$ cat src/rtl/serial_paralelo_phy_tx.sv
// rtl/serial_paralelo_phy_tx.sv - byte-to-serial PHY transmitter, MSB first
// Sends a comma preamble after reset, then data bytes with comma idle fill.
module serial_paralelo_phy_tx #(
  parameter int unsigned N_SYNC = 4,
  parameter logic [7:0]  COMMA  = 8'hBC
) (
  input  logic       clk_32f,
  input  logic       reset_L,
  input  logic [7:0] data_in,
  input  logic       valid_in,
  output logic       ready,
  output logic       data_out,
  output logic       tx_active,
  output logic       word_start,
  output logic       is_data
);

  typedef enum logic {
    ST_SYNC = 1'b0,
    ST_RUN  = 1'b1
  } state_t;

  state_t     state_q, state_d;
  logic [2:0] bit_cnt_q, bit_cnt_d;
  logic [7:0] shift_q, shift_d;
  logic [3:0] sync_cnt_q, sync_cnt_d;
  logic       data_out_q, data_out_d;
  logic       tx_active_q, tx_active_d;
  logic       word_start_q, word_start_d;
  logic       is_data_q, is_data_d;
  logic [7:0] word;

  assign ready      = (state_q == ST_RUN) && (bit_cnt_q == 3'd0) && reset_L;
  assign data_out   = data_out_q;
  assign tx_active  = tx_active_q;
  assign word_start = word_start_q;
  assign is_data    = is_data_q;

  always_comb begin
    state_d      = state_q;
    bit_cnt_d    = bit_cnt_q + 3'd1;
    shift_d      = {shift_q[6:0], 1'b0};
    sync_cnt_d   = sync_cnt_q;
    data_out_d   = shift_q[7];
    tx_active_d  = tx_active_q;
    word_start_d = 1'b0;
    is_data_d    = is_data_q;
    word         = COMMA;

    if (bit_cnt_q == 3'd0) begin
      is_data_d = 1'b0;
      if (state_q == ST_SYNC) begin
        sync_cnt_d = sync_cnt_q + 4'd1;
        // The last preamble comma also opens the link for the next slot.
        if (sync_cnt_q == 4'(N_SYNC - 1)) begin
          state_d     = ST_RUN;
          tx_active_d = 1'b1;
        end
      end else if (valid_in) begin
        word      = data_in;
        is_data_d = 1'b1;
      end
      data_out_d   = word[7];
      shift_d      = {word[6:0], 1'b0};
      word_start_d = 1'b1;
    end
  end

  always_ff @(posedge clk_32f) begin
    if (!reset_L) begin
      state_q      <= ST_SYNC;
      bit_cnt_q    <= 3'd0;
      shift_q      <= 8'd0;
      sync_cnt_q   <= 4'd0;
      data_out_q   <= 1'b0;
      tx_active_q  <= 1'b0;
      word_start_q <= 1'b0;
      is_data_q    <= 1'b0;
    end else begin
      state_q      <= state_d;
      bit_cnt_q    <= bit_cnt_d;
      shift_q      <= shift_d;
      sync_cnt_q   <= sync_cnt_d;
      data_out_q   <= data_out_d;
      tx_active_q  <= tx_active_d;
      word_start_q <= word_start_d;
      is_data_q    <= is_data_d;
    end
  end

endmodule

$ cat config.mk
export PLATFORM = sky130hd
export DESIGN_NAME = serial_paralelo_phy_tx
export DESIGN_NICKNAME = d
export VERILOG_FILES = /design/src/rtl/serial_paralelo_phy_tx.sv
export SDC_FILE = /design/constraint.sdc
export NUM_CORES = 1
export LEC_CHECK = 0
export BUFFER_PORTS_ARGS = -buffer_cell sky130_fd_sc_hd__buf_2
export CAP_MARGIN = 20
export CORE_UTILIZATION = 45
export CTS_CLUSTER_DIAMETER = 80
export DETAILED_ROUTE_END_ITERATION = 8
export GPL_ROUTABILITY_DRIVEN = 0
export GPL_TIMING_DRIVEN = 0
export PLACE_DENSITY_LB_ADDON = 0.3
export SYNTH_ARGS = -nofsm -noshare
export SYNTH_HDL_FRONTEND = slang
export SYNTH_SLANG_ARGS = --single-unit
$ cat constraint.sdc
create_clock -name clk_32f -period 1.42 [get_ports clk_32f]
set_clock_uncertainty 0.05 [all_clocks]
set_input_delay 0.355 -clock clk_32f [delete_from_list [all_inputs] [get_ports clk_32f]]
set_output_delay 0.355 -clock clk_32f [all_outputs]
set_load 0.05 [all_outputs]
==> out/results.tsv <==
metric	value	unit
Worst Path Required	1.01	ns
endpoint kind of the worst setup timing path	primary output	
H-tree levels	1	
overflow left after global routing	0	
number of endpoints failing setup at the final stage	1	
area delta synth->final	22.9	%
crit-path max cell delay	0.33	ns
final standard cell utilization of the core	0.601	
antenna violations before repair	0	
count of input and output buffers	15	
Slew Limit Headroom	0.742	
root buffer cell	sky130_fd_sc_hd__clkbuf_4	
number of standard cells in the final layout excluding fillers	106	
net count reported at finish	105	
share of post-route cells with drive strength above 1	0.400	
post-synth design cell area	754	um2
top library cells by usage in the layout, fill and taps aside	17 x sky130_fd_sc_hd__dfxtp_1, 14 x sky130_fd_sc_hd__buf_2, 7 x sky130_fd_sc_hd__nand2_1, 5 x sky130_fd_sc_hd__o221a_2	
Residual DRC	0	
Clk pin slew, worst setup/hold paths	0.10	ns
startpoint type of the worst setup path	flip-flop	
Row Count	14	
worst slew pin tran	0.388	ns
slack of the critical path	-0.291	ns
achievable clock frequency	0.585	GHz
DRT iter0 DRCs	8	
first-pass GRT wire length	2130	um
latest clock arrival within the worst-skew pair	0.29	ns
initial cell density of the core	0.489	
violated checks	setup timing	
via count	547	
overall power	1.06	mW
largest net degree at the start of global routing	11	
post-layout min period	1.71	ns
overall global routing resource usage	0.157	
Post-Synthesis Mean Instance Area	10.9	um2
vias in the first global route	494	
Filler Cells Inserted	133	
data arrival time of the critical path	1.31	ns
fraction of the yosys area taken by sequential cells	0.504	
die extent in x	42.9	um
worst hold path type	in -> reg	
number of distinct library cells after synthesis	21	
peak fanout along the critical path	3	
final antenna-violating net count	0	
floorplan die area	1840	um2
core outline area	1540	um2
leak pwr	0.406	nW
RSZ-0062 raised after global routing	true	
cts hold-fix bufs	0	
number of placed instances with taps included	100	
# diodes	0	
Synthesized Nets	83	
Chip Height	42.9	um
total clock buffers created by CTS	3	
clock sink total	19	
status	finished with violations	
wire length per cell	11.7	um
cell area power density	1140	nW/um2
cell with the biggest individual delay on the critical path	sky130_fd_sc_hd__dfxtp_2	
TritonCTS clock tree	built	
Synth Warn #	0	
Cell Chain, Critical Path	inv_2, ha_4, nor2b_4, and3_4, buf_8	
sum of negative setup slack	-0.291	ns
I/O pins	16	
Detailed Route WL	1240	um
Syn Inst Count	69	
maximum root-to-sink buffer count	2	
worst slack at placement	-0.251	ns
Slew Limit Fails	0	
most common library cell in the layout ignoring fill and taps	sky130_fd_sc_hd__dfxtp_1	
detailed-placement wirelength estimate	868	um
CP Class	reg -> out	
Worst VDD drop	0.979	mV
#FFs+latches synth	19	
Final period util	1.20	
Max Cap Violations	0	
via-per-instance ratio	5.16	
DRT Pass-1 Iters	3	
Hold Vio Cnt, Final	0	
## Yosys cell counts
cell type,n,area (um2)
sky130_fd_sc_hd__a21boi_0,4,30.0
sky130_fd_sc_hd__a21oi_1,2,10.0
sky130_fd_sc_hd__and2_1,4,25.0
sky130_fd_sc_hd__and3_2,1,7.51
sky130_fd_sc_hd__and4_2,1,10.0
sky130_fd_sc_hd__buf_4,1,7.51
sky130_fd_sc_hd__clkbuf_1,2,7.51
sky130_fd_sc_hd__dfxtp_1,19,380
sky130_fd_sc_hd__ha_1,3,37.5
sky130_fd_sc_hd__inv_1,2,7.51
sky130_fd_sc_hd__mux2i_1,2,20.0
sky130_fd_sc_hd__nand2_1,7,26.3
sky130_fd_sc_hd__nand2b_1,3,18.8
sky130_fd_sc_hd__nand3_4,1,17.5
sky130_fd_sc_hd__nand4_1,3,18.8
sky130_fd_sc_hd__nor2b_1,4,25.0
sky130_fd_sc_hd__nor3b_1,1,7.51
sky130_fd_sc_hd__nor3b_4,1,18.8
sky130_fd_sc_hd__o21ai_0,1,5.00
sky130_fd_sc_hd__o221a_2,5,56.3
sky130_fd_sc_hd__xor2_1,2,17.5
## timing repair
item | 4_1_cts | 5_1_grt
setup buffers | 3 | 0
endpoints found under the setup margin | 1 | 9
pin swaps | 1 | 0
gates resized for setup | 3 | 0
## worst paths after layout
path | start | end | slack [ns] | cells after the start
setup / recovery | bit_cnt_q[0] | ready | -0.29 | 5
hold / removal | reset_L | word_start | 0.26 | 2
setup reg to reg | bit_cnt_q[0] | shift_q[6] | 0.01 | 6
hold reg to reg | shift_q[1] | shift_q[2] | 0.41 | 2
## stage by stage
stage	area [um2]	hold WS [ns]
floorplan	785	0.355
global placement	880	0.365
detailed placement	880	0.367
CTS	938	0.250
global route	927	0.260
finish	927	0.259
## worst max-delay path: cells and delay by family, from the launching register on
family / cells / cell delay (ns)
and+or+nand+nor: 2 / 0.36
adders and majority gates: 1 / 0.13
buffers and inverters: 2 / 0.20
DFF: 1 / 0.33
## routing by layer
layer,global-route usage,share of wire,vias to the layer above
met2,0.255,0.48,12
met4,0.0545,0.015,0
met3,0.0638,0.053,2
met5,0,0,-
li1,-,-,282
met1,0.188,0.46,251
## area by class of cell
type | count | area [um2] | area share
buffer | 2 | 7.51 | 0.00810
sequential | 19 | 383 | 0.413
clock buffer | 4 | 26.3 | 0.0283
multi-input combinational | 45 | 375 | 0.405
timing repair buffer | 18 | 108 | 0.116
inverter | 2 | 7.51 | 0.00810
tap | 16 | 20.0 | 0.0216
## power breakdown
| group | switching (mW) | internal (mW) | total [mW] |
|---|---|---|---|
| sequential | 0.0259 | 0.576 | 0.602 |
| clock | 0.149 | 0.109 | 0.258 |
| combinational | 0.103 | 0.0927 | 0.195 |
## cell families after synthesis
group,Yosys count,share of synthesized area
AO/OA/AOI/OAI,12,0.134
XOR/XNOR,2,0.0232
adder cells (fa/ha/maj),3,0.0498
buffers and inverters,5,0.0299
flip-flops,19,0.504
multiplexers,2,0.0265
AND/OR/NAND/NOR,26,0.232
## state kept, by name (all words and copies together), names as in the netlist
register    cells
shift_q         7
sync_cnt_q      4
word_start      1
is_data         1
bit_cnt_q       3
data_out        1
state_q         1
tx_active       1
Note: power is estimated with default switching activity, not from simulation.
